## src/rtl/fsm_ctx_arbiter.sv

```systemverilog
// Round-robin arbiter time-sharing one mod-4 sequence FSM next-state function across N_REQ saved contexts.
// Optional grant locking for atomic x bursts is enabled by defining FSM_CTX_ARB_LOCK_EN.
module fsm_ctx_arbiter #(
    parameter int N_REQ = 4,
    parameter int IDX_W = 2
) (
    input  logic                 clock,
    input  logic                 reset,
    input  logic [N_REQ-1:0]     req,
    input  logic [N_REQ-1:0]     x_bits,
    input  logic [N_REQ-1:0]     ctx_clr,
`ifdef FSM_CTX_ARB_LOCK_EN
    input  logic [N_REQ-1:0]     lock,
`endif
    output logic [N_REQ-1:0]     gnt,
    output logic                 gnt_valid,
    output logic [IDX_W-1:0]     gnt_idx,
    output logic [1:0]           state_out,
    output logic                 wrap,
    output logic [2*N_REQ-1:0]   ctx_state
);

    localparam logic [1:0] S0 = 2'b00;
    localparam logic [1:0] S1 = 2'b01;
    localparam logic [1:0] S2 = 2'b10;
    localparam logic [1:0] S3 = 2'b11;

    localparam logic [IDX_W-1:0] IDX_ZERO = IDX_W'(0);
    localparam logic [IDX_W-1:0] IDX_ONE  = IDX_W'(1);
    localparam logic [IDX_W-1:0] IDX_LAST = IDX_W'(N_REQ - 1);

    // Shared sequence step: s0 -> s3 -> s1 -> s2 -> s0 on x=1, hold on x=0.
    function automatic logic [1:0] fsm_next(input logic [1:0] s, input logic x);
        logic [1:0] n;
        if (x) begin
            case (s)
                S0:      n = S3;
                S3:      n = S1;
                S1:      n = S2;
                S2:      n = S0;
                default: n = S0;
            endcase
        end else begin
            n = s;
        end
        return n;
    endfunction

    logic [1:0]       ctx_r [N_REQ];
    logic [IDX_W-1:0] ptr_r;

    logic             found_s;
    logic [IDX_W-1:0] win_s;
    logic [IDX_W-1:0] cand_s;
    int               cand_int_s;
    logic             hold_s;
    logic             grant_s;
    logic [IDX_W-1:0] grant_idx_s;
    logic [1:0]       cur_s;
    logic             x_s;
    logic             clr_w_s;
    logic [1:0]       new_state_s;
    logic             wrap_s;
    logic [IDX_W-1:0] ptr_nxt_s;
    logic [N_REQ-1:0] gnt_nxt_s;

    // Round-robin search: first requester at or after ptr, wrapping modulo N_REQ.
    always_comb begin
        found_s    = 1'b0;
        win_s      = IDX_ZERO;
        cand_s     = IDX_ZERO;
        cand_int_s = 0;
        for (int i = 0; i < N_REQ; i++) begin
            cand_int_s = int'(ptr_r) + i;
            if (cand_int_s >= N_REQ) begin
                cand_int_s = cand_int_s - N_REQ;
            end else begin
                cand_int_s = cand_int_s;
            end
            cand_s = cand_int_s[IDX_W-1:0];
            if (!found_s && req[cand_s]) begin
                found_s = 1'b1;
                win_s   = cand_s;
            end else begin
                found_s = found_s;
            end
        end
    end

    // A locked owner keeps the grant while it holds both lock and req.
    always_comb begin
`ifdef FSM_CTX_ARB_LOCK_EN
        hold_s = gnt_valid && lock[gnt_idx] && req[gnt_idx];
`else
        hold_s = 1'b0;
`endif
    end

    // Step the winning context; a simultaneous clear forces s0 and suppresses wrap.
    always_comb begin
        grant_s     = hold_s | found_s;
        grant_idx_s = hold_s ? gnt_idx : win_s;
        cur_s       = ctx_r[grant_idx_s];
        x_s         = x_bits[grant_idx_s];
        clr_w_s     = ctx_clr[grant_idx_s];
        new_state_s = clr_w_s ? S0 : fsm_next(cur_s, x_s);
        wrap_s      = grant_s && !clr_w_s && x_s && (cur_s == S2);
        gnt_nxt_s   = '0;
        if (grant_s) begin
            gnt_nxt_s[grant_idx_s] = 1'b1;
        end else begin
            gnt_nxt_s = '0;
        end
        if (grant_s && !hold_s) begin
            ptr_nxt_s = (grant_idx_s == IDX_LAST) ? IDX_ZERO : (grant_idx_s + IDX_ONE);
        end else begin
            ptr_nxt_s = ptr_r;
        end
    end

    // Context store: clears apply to any context, the granted one takes its new state.
    always_ff @(posedge clock) begin
        if (reset) begin
            for (int i = 0; i < N_REQ; i++) begin
                ctx_r[i] <= S0;
            end
        end else begin
            for (int i = 0; i < N_REQ; i++) begin
                if (ctx_clr[i]) begin
                    ctx_r[i] <= S0;
                end else if (grant_s && (grant_idx_s == IDX_W'(i))) begin
                    ctx_r[i] <= new_state_s;
                end else begin
                    ctx_r[i] <= ctx_r[i];
                end
            end
        end
    end

    // Registered grant outputs and round-robin pointer; index and state hold when idle.
    always_ff @(posedge clock) begin
        if (reset) begin
            ptr_r     <= IDX_ZERO;
            gnt       <= '0;
            gnt_valid <= 1'b0;
            gnt_idx   <= IDX_ZERO;
            state_out <= S0;
            wrap      <= 1'b0;
        end else begin
            ptr_r     <= ptr_nxt_s;
            gnt       <= gnt_nxt_s;
            gnt_valid <= grant_s;
            wrap      <= wrap_s;
            if (grant_s) begin
                gnt_idx   <= grant_idx_s;
                state_out <= new_state_s;
            end else begin
                gnt_idx   <= gnt_idx;
                state_out <= state_out;
            end
        end
    end

    for (genvar g = 0; g < N_REQ; g++) begin : g_flat
        assign ctx_state[2*g +: 2] = ctx_r[g];
    end

endmodule

```

## config.mk

```make
export PLATFORM = sky130hd
export DESIGN_NAME = fsm_ctx_arbiter
export DESIGN_NICKNAME = d
export VERILOG_FILES = /design/src/rtl/fsm_ctx_arbiter.sv
export SDC_FILE = /design/constraint.sdc
export NUM_CORES = 1
export LEC_CHECK = 0
export ABC_AREA = 0
export CAP_MARGIN = 15
export CORE_MARGIN = 2
export CORE_UTILIZATION = 50
export DETAILED_ROUTE_END_ITERATION = 10
export GPL_ROUTABILITY_DRIVEN = 0
export PLACE_DENSITY_LB_ADDON = 0.08
export SLEW_MARGIN = 10
export SYNTH_ARGS = -nofsm -noshare
export SYNTH_HDL_FRONTEND = slang
export SYNTH_SLANG_ARGS = --single-unit
```

## constraint.sdc

```tcl
create_clock -name clock -period 4 [get_ports clock]
set_input_delay 0.8 -clock clock [delete_from_list [all_inputs] [get_ports clock]]
set_output_delay 0.8 -clock clock [all_outputs]
set_load 0.005 [all_outputs]
```

==> results.toml <==
[clocking]
tritoncts = "yes"
clkSlewWorstSetupHoldPaths_ns = 0.12
cts_max_path_buffers = 2
h-tree-depth = 1
cts-buffers-inserted = 3
cts_setup_buffers = 0
clkSinkCount = 20
cts_resized = 0
cts_root_buf = "clkbuf_4"
worstSkewPairLatency_ns = 0.30
hold_buffers = 0

[floorplan]
die_area_sq_um = 2630
core-area_sq_um = 2170
start_util_pct = 51.5
fp.dieW_um = 51.3
die_h_um = 51.3
ios = 32
num_rows = 17

[setup_path]
worstSetupPathType = "input pin to flop"
cpMostUsedCell = "mux2i_1"
crit_path_end_kind = "flop"
cp.required_ns = 4.07
cp_cell_sequence = "clkdlybuf4s50_1, mux2i_1, nor2_1, a311oi_2, buf_4, mux2i_1, mux2_4, inv_1, ha_1, nor2_1, mux2i_1, and4b_1"
slowest_delay_ns = 0.49
r2r_cells = 11
cp_num_buf_inv = 3
path_max_fanout = 13
cp.arrival_ns = 3.24
critPathLaunchType = "input pin"
ff2ff_setup_slack_ns = 1.33
crit_cells = 12
slowest_stage = "clkdlybuf4s50_1"
rr_endpoint = "ctx_r[2][1]$_SDFFCE_PN0P_"
crit_family = "buffers and inverters"
r2r_start = "ptr_r[1]$_SDFFE_PP0N_"

[power_and_ir_drop]
p_per_area_nw_per_um2 = 388
ir_drop_uv = 285
leakagePower_nw = 0.639

[placed_design]
dpl-instance-area_sq_um = 1440
hpwl_um = 1850
io_buffers = 31

[timing]
tightest_slew_ns = 0.416
finalSetupTns_ns = 0
setup_viol = 0
min_period_over_period_pct = 79.3
rsz0062_at_grt = "no"
fin_skew_ns = 0.00807
fmax_mhz = 315
hold_viol = 0
slew_headroom_pct = 72.2
finalCriticalPeriod_ns = 3.17
drv_slew = 0

[routing]
drtIter0Drc = 21
routedWlPerCell_um = 15.7
postRouteWirelength_um = 2510
via_per_inst = 5.83
vias = 933
drc = 0
ant_nets = 0
drt-pass1-iter-count = 4

[global_route]
grt_max_degree = 14
first_global_vias = 895
grt-ovfl-total = 0
antenna_found_initial = 0
groute.usage.overall_pct = 21.0
grt_first_pass_wirelength_um = 4040

[final_layout]
diodes = 0
nets = 154
area_growth_pct = 31.6
design_area_sq_um = 1470
drive_gt1_share_pct = 9.09

[yosys]
seq_area_frac_synth_pct = 43.0
synth_seq_cells = 20
yosys_warnings = 0
synth_edf_count = 8
ys.flop_type = "dfxtp_1"
netlist_area_sq_um = 1120
async_flop_share_pct = 0
syn_nets = 121
yosys.area.top_type_share_pct = 21.5
yosysTopAreaCell = "dfxtp_1"
netlist_instances = 100
synth_most_common_cell = "dfxtp_1"
yosys-top-cells-area = "dfxtp_1, edfxtp_1, mux2i_1"
ys_types = 30
yosys-top-cells-count = "dfxtp_1, mux2i_1, and4b_1, edfxtp_1"
avgSynthCellArea_sq_um = 11.2

[min_path]
worstHoldEndpoint = "gnt_idx[0]$_SDFFE_PP0N_"
hold_depth = 2
min_path_type = "flop to flop"
hold_start = "gnt_idx[0]$_SDFFE_PP0N_"

[run_status]
status = "complete, no violations"

[run]
drv_cap = 0
-- report_power, final --
group / internal (mW) / total [mW] / leakage, nW / switching (mW)
registers: 0.237 / 0.251 / 0.190 / 0.0142
logic: 0.114 / 0.221 / 0.434 / 0.107
clock network: 0.0363 / 0.0986 / 0.0154 / 0.0622
-- placed cells by master (no fill, tap or decap) --
cell and instances:
and3_1 5, nor4_1 1, and4b_1 8, clkdlybuf4s50_1 31, o21ai_1 1, nor2_1 6, clkbuf_4 3, ha_1 7
mux2i_2 1, clkinv_1 1, nor3_1 4, nand2b_1 1, o2bb2ai_1 1, inv_2 2, a32o_1 1, and2_1 1
a311oi_2 1, mux2i_1 10, dfxtp_1 12, a211o_1 4, nand2_1 2, mux2_1 1, o2bb2a_1 1, edfxtp_1 8
o21ai_0 1, buf_4 2, mux2i_4 1, a21oi_1 7, inv_1 5, mux2_4 2, or4_1 1
-- cell type report --
cell class,count,area (sq um)
Fill cell,194,699
Multi-Input combinational cell,68,577
Sequential cell,20,480
Timing Repair Buffer,33,325
Tap cell,28,35.0
Inverter,7,26.3
Clock buffer,3,22.5
Clock inverter,1,3.75
-- per-stage QoR --
step,util (%),setup WS (ns),hold WS (ns),cells,total power [mW]
2_1_floorplan,-,1.23,0.477,100,0.393
4_1_cts,67.8,0.838,0.517,160,0.571
6_report,67.8,0.827,0.516,160,0.571
3_5_place_dp,66.6,0.498,0.487,156,0.475
5_1_grt,67.8,0.636,0.547,160,0.602
3_3_place_gp,66.6,0.525,0.479,156,0.469
-- flip-flops by register name, summed over array words and instances, names as in the netlist --
signal	count
ctx_r	8
gnt	4
gnt_idx	2
ptr_r	2
state_out	2
gnt_valid	1
wrap	1
-- metal layers --
layer | vias up | track usage [%] | part of all wire [%]
met1 | 449 | 25.9 | 42
met3 | 6 | 4.09 | 6.1
met4 | 0 | 8.33 | 2.0
met5 | - | 0 | 0
li1 | 437 | - | -
met2 | 41 | 35.9 | 50
-- cells by family after synthesis --
group                      count (synthesis)  share of synthesized area, %
DFF                                       20                          43.0
adders and majority gates                  7                          7.84
buffers and inverters                     12                          5.38
AOI/OAI and AO/OA                         17                          11.1
and+or+nand+nor                           29                          16.8
muxes                                     15                          15.9
-- worst max-delay path by stage --
stage | startpoint | endpoint | slack, ns
2_1_floorplan | req[2] | ctx_r[0][1]$_SDFFCE_PN0P_ | 1.23
3_3_place_gp | req[0] | ctx_r[2][1]$_SDFFCE_PN0P_ | 0.52
3_5_place_dp | req[0] | ctx_r[1][1]$_SDFFCE_PN0P_ | 0.50
4_1_cts | req[0] | ctx_r[1][1]$_SDFFCE_PN0P_ | 0.84
5_1_grt | req[0] | ctx_r[0][1]$_SDFFCE_PN0P_ | 0.64
6_report | req[0] | ctx_r[2][1]$_SDFFCE_PN0P_ | 0.83
-- worst register-to-register path, delay by kind of cell (launching register included) --
family	cells	cell delay (ns)
AOI/OAI and AO/OA	1	0.22
adders and majority gates	1	0.20
buffers and inverters	2	0.32
DFF	1	0.45
muxes	4	0.84
and+or+nand+nor	3	0.41
Power figures use the tool's default switching activity.
